==> config.mk <==
export PLATFORM = sky130hd
export DESIGN_NAME = dtr_sample_scheduler
export DESIGN_NICKNAME = d
export VERILOG_FILES = /design/src/rtl/dtr_sample_scheduler.sv
export SDC_FILE = /design/constraint.sdc
export NUM_CORES = 1
export LEC_CHECK = 0
export CAP_MARGIN = 20
export CORE_MARGIN = 1
export CORE_UTILIZATION = 30
export DETAILED_ROUTE_END_ITERATION = 6
export DONT_BUFFER_PORTS = 1
export GPL_ROUTABILITY_DRIVEN = 0
export GPL_TIMING_DRIVEN = 0
export PLACE_DENSITY = 0.5
export SYNTH_ARGS = -nofsm -noshare
export SYNTH_HDL_FRONTEND = slang
export SYNTH_SLANG_ARGS = --single-unit
==> constraint.sdc <==
create_clock -name clk_i -period 3.3 [get_ports clk_i]
set_clock_uncertainty 0.15 [all_clocks]
set_input_delay 0.165 -clock clk_i [delete_from_list [all_inputs] [get_ports clk_i]]
set_output_delay 0.165 -clock clk_i [all_outputs]
set_load 0.02 [all_outputs]
==> src/rtl/dtr_sample_scheduler.sv <==
// Purpose: schedules DTR sensor conversions (periodic or oneshot) behind a small register window.
// Latency: register reads return one clock after the address; start pulse 1 clock after a request is seen in IDLE.
// Backpressure: none; every bus cycle is accepted, and oneshots requested while busy merge into one pending request.
module dtr_sample_scheduler #(
    parameter int BaseAddress    = 0,
    parameter int address_width  = 16,
    parameter int data_width     = 8,
    parameter int PRESCALE       = 1000,
    parameter int TIMEOUT_CYCLES = 4096
) (
    input  logic                     clk_i,
    input  logic                     reset_i,
    input  logic [address_width-1:0] address_i,
    input  logic [data_width-1:0]    data_i,
    output logic [data_width-1:0]    data_o,
    input  logic                     rd_wr_i,
    output logic                     start_pulse_o,
    input  logic [7:0]               dtr_i,
    output logic                     busy_o,
    output logic                     alarm_o
);
    localparam int PW = (PRESCALE > 1) ? $clog2(PRESCALE) : 1;
    localparam int TW = (TIMEOUT_CYCLES > 1) ? $clog2(TIMEOUT_CYCLES) : 1;
    localparam logic [PW-1:0] PRE_LAST = PW'(PRESCALE - 1);
    localparam logic [TW-1:0] TMO_LAST = TW'(TIMEOUT_CYCLES - 1);

    localparam logic [address_width-1:0] A_CTRL   = address_width'(BaseAddress + 0);
    localparam logic [address_width-1:0] A_PERIOD = address_width'(BaseAddress + 1);
    localparam logic [address_width-1:0] A_STATUS = address_width'(BaseAddress + 2);
    localparam logic [address_width-1:0] A_LAST   = address_width'(BaseAddress + 3);
    localparam logic [address_width-1:0] A_THRESH = address_width'(BaseAddress + 4);
    localparam logic [address_width-1:0] A_MAX    = address_width'(BaseAddress + 5);

    typedef enum logic [2:0] {
        IDLE, WAIT_PERIOD, START, ARM, CONVERT, CAPTURE
    } state_t;

    state_t          state_q, state_d;
    logic            enable_q, pending_q, alarm_q, timeout_q, new_sample_q;
    logic [7:0]      period_q;
    logic [5:0]      thresh_q, last_code_q, max_code_q, code_q;
    logic [PW-1:0]   pre_cnt;
    logic [7:0]      tick_cnt;
    logic [TW-1:0]   tmo_cnt;
    logic [7:0]      eff_period, rd_val;
    logic            tmo_expire, conv_hit, capture;
    logic            wr_ctrl, alarm_clr, rd_last;
    logic            unused_dtr_bit;

    // Bit 6 of the sensor word carries nothing we use.
    assign unused_dtr_bit = dtr_i[6];

    assign wr_ctrl    = rd_wr_i && (address_i == A_CTRL);
    assign alarm_clr  = wr_ctrl && data_i[2];
    assign rd_last    = !rd_wr_i && (address_i == A_LAST);
    assign capture    = (state_q == CAPTURE);
    assign eff_period = (period_q == 8'd0) ? 8'd1 : period_q;

    // State register.
    always_ff @(posedge clk_i or posedge reset_i) begin
        if (reset_i) state_q <= IDLE;
        else         state_q <= state_d;
    end

    // Next-state logic; a pending oneshot always preempts the period wait.
    always_comb begin
        state_d    = state_q;
        tmo_expire = 1'b0;
        conv_hit   = 1'b0;
        case (state_q)
            IDLE: begin
                if (pending_q)     state_d = START;
                else if (enable_q) state_d = WAIT_PERIOD;
            end
            WAIT_PERIOD: begin
                if (pending_q)                                              state_d = START;
                else if (!enable_q)                                         state_d = IDLE;
                else if (pre_cnt == PRE_LAST && tick_cnt == eff_period - 8'd1) state_d = START;
            end
            START: state_d = ARM;
            ARM: begin
                // Wait for the sensor to drop valid so a stale result is never taken.
                if (!dtr_i[7]) state_d = CONVERT;
                else if (tmo_cnt == '0) begin
                    state_d    = IDLE;
                    tmo_expire = 1'b1;
                end
            end
            CONVERT: begin
                if (dtr_i[7]) begin
                    state_d  = CAPTURE;
                    conv_hit = 1'b1;
                end else if (tmo_cnt == '0) begin
                    state_d    = IDLE;
                    tmo_expire = 1'b1;
                end
            end
            CAPTURE: state_d = IDLE;
            default: state_d = IDLE;
        endcase
    end

    // Period prescaler/tick counters and the conversion timeout counter.
    always_ff @(posedge clk_i or posedge reset_i) begin
        if (reset_i) begin
            pre_cnt  <= '0;
            tick_cnt <= 8'd0;
            tmo_cnt  <= '0;
        end else begin
            if (state_q == WAIT_PERIOD) begin
                if (pre_cnt == PRE_LAST) begin
                    pre_cnt  <= '0;
                    tick_cnt <= tick_cnt + 8'd1;
                end else begin
                    pre_cnt <= pre_cnt + PW'(1);
                end
            end else begin
                pre_cnt  <= '0;
                tick_cnt <= 8'd0;
            end
            if (state_q == START)
                tmo_cnt <= TMO_LAST;
            else if ((state_q == ARM || state_q == CONVERT) && tmo_cnt != '0)
                tmo_cnt <= tmo_cnt - TW'(1);
        end
    end

    // Control registers, pending oneshot and timeout flag.
    always_ff @(posedge clk_i or posedge reset_i) begin
        if (reset_i) begin
            enable_q  <= 1'b0;
            pending_q <= 1'b0;
            period_q  <= 8'h10;
            thresh_q  <= 6'd63;
            timeout_q <= 1'b0;
        end else begin
            if (wr_ctrl) enable_q <= data_i[0];
            if (rd_wr_i && address_i == A_PERIOD) period_q <= data_i[7:0];
            if (rd_wr_i && address_i == A_THRESH) thresh_q <= data_i[5:0];
            if (wr_ctrl && data_i[1])  pending_q <= 1'b1;
            else if (state_q == START) pending_q <= 1'b0;
            if (tmo_expire)   timeout_q <= 1'b1;
            else if (wr_ctrl) timeout_q <= 1'b0;
        end
    end

    // Sample results: code latch, last/max code, new_sample and sticky alarm.
    always_ff @(posedge clk_i or posedge reset_i) begin
        if (reset_i) begin
            code_q       <= 6'd0;
            last_code_q  <= 6'd0;
            max_code_q   <= 6'd0;
            new_sample_q <= 1'b0;
            alarm_q      <= 1'b0;
        end else begin
            if (conv_hit) code_q <= dtr_i[5:0];
            if (capture) last_code_q <= code_q;
            if (capture)      new_sample_q <= 1'b1;
            else if (rd_last) new_sample_q <= 1'b0;
            // A clear followed by a same-cycle capture leaves the new code as max.
            if (alarm_clr)                          max_code_q <= capture ? code_q : 6'd0;
            else if (capture && code_q > max_code_q) max_code_q <= code_q;
            if (capture && code_q >= thresh_q) alarm_q <= 1'b1;
            else if (alarm_clr)                 alarm_q <= 1'b0;
        end
    end

    // Read mux; unmapped addresses read as zero.
    always_comb begin
        rd_val = 8'h00;
        if (address_i == A_CTRL)        rd_val = {7'd0, enable_q};
        else if (address_i == A_PERIOD) rd_val = period_q;
        else if (address_i == A_STATUS) rd_val = {4'd0, new_sample_q, timeout_q, alarm_q, busy_o};
        else if (address_i == A_LAST)   rd_val = {2'b00, last_code_q};
        else if (address_i == A_THRESH) rd_val = {2'b00, thresh_q};
        else if (address_i == A_MAX)    rd_val = {2'b00, max_code_q};
    end

    // Registered outputs: start pulse and busy track the state being entered.
    always_ff @(posedge clk_i or posedge reset_i) begin
        if (reset_i) begin
            start_pulse_o <= 1'b0;
            busy_o        <= 1'b0;
            data_o        <= '0;
        end else begin
            start_pulse_o <= (state_d == START);
            busy_o        <= (state_d == START) || (state_d == ARM) ||
                             (state_d == CONVERT) || (state_d == CAPTURE);
            if (!rd_wr_i) data_o <= data_width'(rd_val);
        end
    end

    assign alarm_o = alarm_q;

endmodule
==> results.py, run 1 <==
metrics = {
    "status": {
        "outcome": "finished, final reports clean",
    },
    "routing": {
        "drt_pass1_iterations": 6,
        "wl_um": 10800,
        "ant_nets": 0,
        "via_count": 3518,
        "drt_iter0_markers": 235,
        "drcViolationCount": 0,
        "wl_per_cell_um": 15.9,
        "drt-vias-per-instance": 5.17,
    },
    "yosys": {
        "syn_area_um2": 4460,
        "ys.flop_type": "dfrtp_1",
        "synthesis.nets": 511,
        "syn_inst": 460,
        "synth-async-reset-ratio_pct": 100,
        "syn_avg_cell_area_um2": 9.70,
        "synth_enable_flop_cells": 0,
        "synth.area.top_cells": "dfrtp_1 41%, mux2_2 6.1%, ha_1 4.5%",
        "ys_seq_area_share_pct": 45.0,
        "yosys.area.top_type": "dfrtp_1",
        "synth_top_area_share_pct": 40.9,
        "synth_seq_cells": 80,
        "synth.top_cells.by_count": "73 x dfrtp_1, 41 x nand2_1, 41 x nor2_1, 29 x inv_1, 27 x o21ai_0",
        "yosysWarnings": 0,
        "synth.most_common_cell": "dfrtp_1",
        "ys_types": 63,
    },
    "sta": {
        "setup_slack_ns": 0.364,
        "rsz0062_at_grt": "no",
        "fin_crit_ns": 2.94,
        "slew_headroom_pct": 44.6,
        "drv_slew": 0,
        "max_freq_mhz": 341,
        "setup_viol_count_final": 0,
        "worst_pin_slew_ns": 0.824,
        "hold_viol": 0,
        "finalSetupTns_ns": 0,
        "period_share_pct": 89.0,
    },
    "worst_setup_path": {
        "path_class": "reg -> reg",
        "arrival_ns": 3.04,
        "cpMaxStageDelayCell": "a2111oi_2",
        "startpoint_type": "flop",
        "cp_max_fo": 8,
        "path_delay_family": "compound AO/OA/AOI/OAI gates",
        "critPathMaxStageDelay_ns": 0.48,
        "required_ns": 3.40,
        "worstPathCellList": "clkbuf_1 -> nor4_2 -> a21oi_1 -> ha_1 -> xnor2_1 -> a211oi_1 -> o2111ai_1 -> a2111oi_2 -> a31oi_2 -> nor2_1",
        "crit_buf_inv": 1,
        "cp-end-kind": "flop",
    },
    "global_route": {
        "grt_pass1_vias": 3440,
        "grt_use_total_pct": 15.2,
        "grt_max_degree": 70,
        "overflow": 0,
        "antenna_found_initial": 0,
        "grt_pass1_wl_um": 17700,
    },
    "clock_tree": {
        "clk-insertion-delay-late_ns": 0.34,
        "htreeDepth": 3,
        "tritoncts": "built",
        "cts.path.max_buffers": 2,
        "cts_sinks": 80,
        "clk_pin_slew_ns": 0.06,
        "post_cts_buffers": 0,
        "cts_made_buffers": 9,
        "cts_root_buf": "clkbuf_16",
    },
    "pwr": {
        "p_leak_nw": 2.22,
        "p_total_mw": 2.93,
        "p_per_area_nw_per_um2": 560,
        "vdd_drop_max_mv": 0.243,
    },
    "finish": {
        "final_area_um2": 5230,
        "syn_to_final_growth_pct": 17.1,
        "drive_gt1_share_pct": 13.3,
        "antenna_cells": 0,
        "n_fill_cell": 1496,
        "fin_nets": 544,
        "stdcell_count": 681,
    },
    "floorplan": {
        "io_pins": 46,
        "floorplan.initialDensity_pct": 30.7,
        "dieHeight_um": 124,
        "dieArea_um2": 15400,
        "rows": 44,
        "die_w_um": 124,
        "design.core.area_um2": 14500,
    },
    "job": {
        "cap_violations": 0,
    },
    "placement": {
        "dp_cells": 645,
        "place_ws_ns": 0.354,
        "dp_hpwl_um": 7690,
        "dpl_cell_area_um2": 4720,
        "port-buffer-count": 0,
    },
    "worst_hold_path": {
        "hold_path.class": "in -> reg",
    },
}
-- state kept, by name, indices dropped and copies added (netlist names) --
| name | flops |
|---|---|
| alarm_o | 1 |
| busy_o | 1 |
| code_q | 6 |
| data_o | 8 |
| enable_q | 1 |
| last_code_q | 6 |
| max_code_q | 6 |
| new_sample_q | 1 |
| pending_q | 1 |
| period_q | 8 |
| pre_cnt | 10 |
| start_pulse_o | 1 |
| state_q | 3 |
| thresh_q | 6 |
| tick_cnt | 8 |
| timeout_q | 1 |
| tmo_cnt | 12 |
-- metal layers --
layer | wire length, um | GRT usage [%] | vias up
li1 | - | - | 1697
met1 | 5390 | 21.3 | 1734
met2 | 4850 | 22.8 | 78
met3 | 458 | 4.35 | 9
met4 | 121 | 4.24 | 0
met5 | 0 | 0 | -
-- worst min-delay path, delay by kind of cell --
family / cells / cell delay, ns
compound gates: 1 / 0.14
simple gates: 2 / 0.16
-- final timing paths --
path	startpoint	endpoint	slack, ns	cells past startpoint
setup / recovery	period_q[3]	start_pulse_o	0.36	10
hold / removal	rd_wr_i	enable_q	0.009	3
setup reg to reg	period_q[3]	start_pulse_o	0.36	10
hold reg to reg	pre_cnt[0]	pre_cnt[0]	0.34	1
max in group asynchronous	reset_i	period_q[4]	2.30	3
min in group asynchronous	reset_i	start_pulse_o	0.07	2
-- cell type report --
class | count | area, um2 | share of cell area, %
multi-input cells | 333 | 2250 | 43.1
flip-flops and latches | 80 | 2010 | 38.5
repair buffers | 22 | 238 | 4.55
well taps | 184 | 230 | 4.40
clock buffers | 10 | 229 | 4.38
inverters | 29 | 111 | 2.13
plain buffers | 18 | 97.6 | 1.87
clock inverters | 5 | 58.8 | 1.12
-- placed cells by master, fill, tap and decap left out, types with 11 or more instances in the layout --
master	Yosys	final
xor2_1	13	13
nand3_1	13	13
o21ai_0	27	27
dfrtp_1	73	73
nand2_1	41	41
clkbuf_1	13	14
dlygate4sd3_1	0	21
nor2_1	41	41
ha_1	16	16
mux2_2	24	24
inv_1	29	28
a21oi_1	18	18
a22o_1	11	11
-- what timing repair did --
item,CTS,global route
endpoints found under the setup margin,0,6
gates resized for setup,0,1
hold endpoints to repair,101,0
hold buffers,21,0
-- cells by family (layout without fill, tap and decap cells) --
group | count (synthesis) | after routing | synth area share, %
AOI/OAI and AO/OA | 102 | 102 | 15.6
xor gates and xnor gates | 23 | 23 | 4.51
adders and majority gates | 16 | 16 | 4.48
buffers and inverters | 47 | 84 | 4.62
DFF | 80 | 80 | 45.0
muxes | 27 | 27 | 6.73
and+or+nand+nor | 165 | 165 | 19.0
-- power by group --
group | leakage (nW) | switching (mW) | internal (mW)
logic | 1.08 | 0.370 | 0.304
clock network | 0.135 | 0.405 | 0.582
registers | 1.01 | 0.149 | 1.12
-- stage by stage --
step           util [%]  hold WS (ns)
2_1_floorplan         -         0.123
3_3_place_gp       32.3         0.134
3_5_place_dp       32.5        -0.178
4_1_cts            35.9        0.0293
5_1_grt            36.0        0.0293
6_report           36.0       0.00853
(Power assumes the default switching activity.)
==> run 2: changes to the inputs <==
- PLACE_DENSITY: 0.5 -> unset
- PLACE_DENSITY_LB_ADDON: unset -> 0.1
==> run 2 against run 1 <==
Via count is 1.6% lower. Cell count up 0.15%. Register-to-register slack worse by 0.08 ns. Critical endpoint is now max_code_q[1]. Sequential power is essentially flat. Worst setup slack worse by 0.17 ns. Critical path type is now in -> reg. First-iteration DRC count shrank 31%. Clock-buffer cell count grew 1. Utilization grew 0.10 points. Clock power up 5%.
==> results.py, run 2 (synthesis gave the netlist of run 1 again) <==
metrics = {
    "clock_tree": {
        "tritoncts": "built",
        "cts_resized": 0,
        "cts.path.max_buffers": 2,
        "hold_buffers": 21,
        "clk-insertion-delay-late_ns": 0.35,
        "cts_made_buffers": 9,
        "post_cts_buffers": 0,
        "cts_sinks": 80,
        "htreeDepth": 3,
        "clk_pin_slew_ns": 0.06,
        "cts_root_buf": "clkbuf_16",
    },
    "sta": {
        "period_share_pct": 94.3,
        "max_freq_mhz": 321,
        "setup_viol_count_final": 0,
        "finalSetupTns_ns": 0,
        "hold_viol": 0,
        "fin_crit_ns": 3.11,
        "slew_headroom_pct": 43.0,
        "rsz0062_at_grt": "no",
        "worst_pin_slew_ns": 0.848,
        "drv_slew": 0,
        "fin_hold_ws_ns": 0.0520,
    },
    "floorplan": {
        "io_pins": 46,
        "die_w_um": 124,
        "floorplan.initialDensity_pct": 30.7,
        "dieHeight_um": 124,
        "design.core.area_um2": 14500,
        "rows": 44,
        "dieArea_um2": 15400,
    },
    "routing": {
        "drt_pass1_iterations": 6,
        "wl_um": 11000,
        "top_layer_used": "met4",
        "drcViolationCount": 0,
        "ant_nets": 0,
        "wl_per_cell_um": 16.2,
        "drt_iter0_markers": 163,
        "drt-met1-wl_um": 5530,
        "drt-vias-per-instance": 5.07,
        "wl_met3_um": 376,
        "wl_met2_um": 4930,
        "via_count": 3461,
    },
    "finish": {
        "fin_nets": 544,
        "top_regs": "tmo_cnt x12, pre_cnt x10",
        "drive_gt1_share_pct": 13.5,
        "syn_to_final_growth_pct": 17.4,
        "final_common_cell": "dfrtp_1",
        "post-route-util_pct": 36.1,
        "top_register": "tmo_cnt",
        "antenna_cells": 0,
        "final_cell_mix": "73 x dfrtp_1, 41 x nand2_1, 41 x nor2_1",
        "largest_register_ffs": 12,
    },
    "worst_setup_path": {
        "arrival_ns": 3.24,
        "regToRegStartpoint": "period_q[3]",
        "cpMaxStageDelayCell": "nor3_1",
        "r2r_slack_ns": 0.28,
        "required_ns": 3.43,
        "reg2reg_to": "start_pulse_o",
        "worstRegToRegCells": 10,
        "worstPathCellList": "dlygate4sd3_1 -> nor3_1 -> dlygate4sd3_1 -> nand4_1 -> nor3_1 -> nand2_1 -> a21oi_1 -> a22o_1",
        "startpoint_type": "primary input",
        "path_class": "in -> reg",
        "critPathMaxStageDelay_ns": 0.71,
        "cp_max_fo": 6,
        "cp-end-kind": "flop",
    },
    "status": {
        "outcome": "finished, final reports clean",
    },
    "job": {
        "cap_violations": 0,
    },
    "pwr": {
        "p_leak_nw": 2.24,
        "p_total_mw": 2.98,
        "vdd_drop_max_mv": 0.242,
        "p_per_area_nw_per_um2": 568,
    },
    "worst_hold_path": {
        "hold-path-endpoint": "enable_q",
        "min_path_cells": 3,
        "hold_path.class": "in -> reg",
        "hp-start": "rd_wr_i",
    },
    "global_route": {
        "grt_pass1_wl_um": 18000,
        "grt_use_total_pct": 15.7,
        "overflow": 0,
        "grt_pass1_vias": 3398,
        "antenna_found_initial": 0,
        "grt_max_degree": 62,
    },
    "placement": {
        "dp_hpwl_um": 7910,
        "port-buffer-count": 0,
    },
}
## run 2: cell types whose count changed in the layout (fill, tap and decap cells not counted)
cell | previous run | this run
clkbuf_1 | 14 | 13
clkinv_4 | 1 | 0
nor3_2 | 1 | 0
nor3_1 | 9 | 10
clkinv_2 | 1 | 2
clkbuf_8 | 1 | 3
## run 2: area by class of cell
class | count | area [um2]
multi-input combinational | 333 | 2250
tap | 184 | 230
sequential | 80 | 2010
fill | 1497 | 9290
clock buffer | 11 | 253
clock inverter | 5 | 55.1
buffer | 18 | 97.6
inverter | 29 | 111
timing repair buffer | 22 | 238
## run 2: critical path, delay by kind of cell
kind / cells / cell delay [ns]
buffers and inverters: 2 / 1.12
AO/OA/AOI/OAI: 2 / 0.71
AND/OR/NAND/NOR: 4 / 1.24
## run 2: per-layer routing
layer / global-route usage, % / vias up
met5: 0 / -
met4: 5.80 / 0
met3: 3.89 / 16
met2: 23.4 / 60
met1: 21.8 / 1672
li1: - / 1713
## run 2: worst max-delay path by stage
stage / end / from / slack, ns / cells after the start
3_3_place_gp: code_q[5] / reset_i / -0.23 / 1
3_5_place_dp: start_pulse_o / period_q[3] / 0.30 / 10
6_report: max_code_q[1] / address_i[15] / 0.19 / 8
5_1_grt: max_code_q[2] / address_i[15] / 0.06 / 8
2_1_floorplan: state_q[0] / tmo_cnt[0] / 0.83 / 8
4_1_cts: max_code_q[5] / address_i[15] / 0.23 / 8
## run 2: metrics by stage
stage	cell area [um2]	setup WS, ns	instances
floorplan	4460	0.828	460
global placement	4690	-0.226	644
detailed placement	4720	0.296	645
CTS	5240	0.226	682
global route	5240	0.0628	682
finish	5240	0.189	682
## run 2: power by group
part | internal, mW | switching, mW
clock | 0.625 | 0.415
sequential | 1.12 | 0.143
combinational | 0.305 | 0.372
total | 2.05 | 0.930
==> run 3: changes to the inputs <==
- ABC_AREA: unset -> 1
- RECOVER_POWER: unset -> 50
==> run 3 against run 2 <==
The run now ends with max-capacitance violations, max-slew violations left. Final area is 1.7% lower. Via count is 4.4% higher. Synthesized cell count is 19% higher. Critical endpoint is now start_pulse_o. Largest power group unchanged.
==> results.py, run 3 <==
metrics = {
    "clock_tree": {
        "cts_root_buf": "clkbuf_16",
        "post_cts_buffers": 0,
        "cts_made_buffers": 9,
        "hold_buffers": 20,
        "htreeDepth": 3,
        "clk_pin_slew_ns": 0.06,
        "cts.path.max_buffers": 2,
        "clk-insertion-delay-late_ns": 0.34,
        "cts_sinks": 80,
        "cts_resized": 0,
        "tritoncts": "built",
    },
    "worst_setup_path": {
        "r2r_slack_ns": 0.70,
        "worstRegToRegCells": 20,
        "path_class": "reg -> reg",
        "required_ns": 3.42,
        "arrival_ns": 2.71,
        "reg2reg_to": "start_pulse_o",
        "startpoint_type": "flop",
        "regToRegStartpoint": "period_q[3]",
        "cp-end-kind": "flop",
        "cp_max_fo": 6,
    },
    "pwr": {
        "p_int_mw": 1.77,
        "swShare_pct": 26.5,
        "p_total_mw": 2.41,
        "p_clk_share_pct": 40.9,
        "p_per_area_nw_per_um2": 467,
        "seqPwrFrac_pct": 46.4,
        "vdd_drop_max_mv": 0.302,
        "p_leak_nw": 2.30,
        "comb_power_share_pct": 12.7,
        "p_switching_mw": 0.638,
    },
    "yosys": {
        "synth_fa_ha_area_share_pct": 4.52,
        "synth_top_area_share_pct": 41.2,
        "synth-compound-area-share_pct": 14.1,
        "yosys.area.top_type": "dfrtp_1",
        "yosysWarnings": 0,
        "syn_inst": 548,
        "synth_seq_cells": 80,
        "ys.flop_type": "dfrtp_1",
        "synth-xor-area-share_pct": 1.19,
        "synth.top_cells.by_count": "104 x nand2_1, 84 x inv_1, 73 x dfrtp_1, 56 x nor2_1, 50 x o21ai_0",
        "synthesis.nets": 599,
        "ys_seq_area_share_pct": 45.4,
        "syn_avg_cell_area_um2": 8.09,
        "synth-async-reset-ratio_pct": 100,
        "synth_enable_flop_cells": 0,
        "synthMuxAreaShare_pct": 1.78,
        "synth.area.top_cells": "dfrtp_1 41%, nand2_1 8.8%, inv_1 7.1%",
        "synth.most_common_cell": "nand2_1",
        "syn_area_um2": 4430,
        "synth-simple-area-share_pct": 25.0,
        "synth_top_family_by_area": "simple AND/OR/NAND/NOR gates",
        "ys_types": 40,
    },
    "global_route": {
        "grt_pass1_vias": 3575,
        "grt_max_degree": 49,
        "grt_pass1_wl_um": 17900,
        "overflow": 0,
        "antenna_found_initial": 0,
        "grt_use_total_pct": 15.5,
    },
    "sta": {
        "drv_slew": 34,
        "fin_crit_ns": 2.60,
        "period_share_pct": 78.7,
        "worst_pin_slew_ns": 1.55,
        "fin_hold_ws_ns": 0.0489,
        "slew_headroom_pct": -3.69,
        "max_freq_mhz": 385,
        "setup_slack_ns": 0.704,
        "rsz0062_at_grt": "no",
        "setup_viol_count_final": 0,
        "hold_viol": 0,
        "finalSetupTns_ns": 0,
    },
    "routing": {
        "drt_iter0_markers": 154,
        "drt-vias-per-instance": 4.70,
        "drcViolationCount": 0,
        "ant_nets": 0,
        "wl_um": 10600,
        "wl_per_cell_um": 13.7,
        "via_count": 3612,
        "drt_pass1_iterations": 4,
    },
    "floorplan": {
        "design.core.area_um2": 14500,
        "floorplan.initialDensity_pct": 30.6,
        "io_pins": 46,
        "dieHeight_um": 124,
        "rows": 44,
        "die_w_um": 124,
        "dieArea_um2": 15300,
    },
    "status": {
        "outcome": "complete, but fails checks",
        "violations": "max-capacitance violations, max-slew violations",
    },
    "finish": {
        "top_regs": "tmo_cnt x12, pre_cnt x10",
        "top_register": "tmo_cnt",
        "stdcell_count": 769,
        "drive_gt1_share_pct": 10.8,
        "antenna_cells": 0,
        "multi_input_area_um2": 2060,
        "post-route-util_pct": 35.6,
        "syn_to_final_growth_pct": 16.3,
        "fin_nets": 631,
        "final_common_cell": "nand2_1",
        "final_area_um2": 5150,
        "largest_register_ffs": 12,
        "final_cell_mix": "104 x nand2_1, 83 x inv_1, 73 x dfrtp_1",
        "n_fill_cell": 1512,
        "seq_area_um2": 2010,
    },
    "placement": {
        "dp_cells": 733,
        "dp_hpwl_um": 7920,
        "dpl_cell_area_um2": 4690,
        "port-buffer-count": 0,
        "place_ws_ns": 0.712,
    },
    "worst_hold_path": {
        "hold-path-endpoint": "alarm_o",
        "hold_path.class": "in -> reg",
        "hp-start": "data_i[2]",
        "min_path_cells": 3,
    },
    "job": {
        "cap_violations": 1,
    },
}
[run 3: cell types whose count changed in the layout (fill, tap and decap cells not counted), moves of 9 or more]
cell	before	now
nand2_1	41	104
inv_1	28	83
o21ai_0	27	50
mux2_2	24	7
nor2_1	41	56
nand3_1	13	26
o22ai_1	1	14
xor2_1	13	3
a22o_1	11	2
nor3_1	10	19
[run 3: layout make-up]
type,instances,area share [%]
inverter,88,6.43
sequential,80,39.0
tap,184,4.47
timing repair buffer,21,3.98
clock buffer,12,4.59
multi-input combinational,374,40.1
buffer,6,0.534
clock inverter,4,0.923
[run 3: how the worst max path moves through the flow]
stage | cells past startpoint | endpoint | start | slack (ns)
floorplan | 1 | alarm_o | reset_i | 0.94
global placement | 1 | period_q[5] | reset_i | -0.28
detailed placement | 21 | start_pulse_o | period_q[4] | 0.71
CTS | 20 | start_pulse_o | period_q[3] | 0.69
global route | 3 | data_o[7] | reset_i | 0.21
finish | 20 | start_pulse_o | period_q[3] | 0.70
[run 3: cell families (layout without fill, tap and decap cells)]
family | count (synthesis) | in the layout
adder cells (fa/ha/maj) | 16 | 16
buffers and inverters | 94 | 131
XOR/XNOR | 6 | 6
flip-flops | 80 | 80
AO/OA/AOI/OAI | 106 | 106
multiplexers | 7 | 7
AND/OR/NAND/NOR | 239 | 239
[run 3: layer usage]
| metal | GRT usage [%] | part of all wire [%] | vias up |
|---|---|---|---|
| met4 | 4.07 | 0.96 | 0 |
| met1 | 20.7 | 49 | 1701 |
| met5 | 0 | 0 | - |
| li1 | - | - | 1863 |
| met2 | 24.1 | 46 | 41 |
| met3 | 4.98 | 3.7 | 7 |
[run 3: power by group through the flow]
stage | registers, mW | clock network (mW) | logic [mW]
3_5_place_dp | 1.14 | 0 | 0.298
2_1_floorplan | 1.11 | 0 | 0.235
6_report | 1.12 | 0.984 | 0.307
3_3_place_gp | 1.14 | 0 | 0.286
5_1_grt | 1.13 | 1.06 | 0.368
4_1_cts | 1.12 | 1.02 | 0.318
[run 3: critical path, cell delays in order (launching register included)]
cell     delay, ns
dfrtp_1       0.46
nor2_1        0.19
nand2_1       0.10
inv_1         0.07
nand2_2       0.08
nand2_2       0.11
inv_2         0.04
ha_1          0.23
inv_1         0.08
nand2_1       0.08
nand3_1       0.09
nand2_1       0.05
nor2_1        0.10
nand3_1       0.08
nor2_1        0.10
nand3_1       0.10
nand2_1       0.07
nand2_1       0.04
nand2_1       0.07
nand2_2       0.07
a21oi_2       0.15
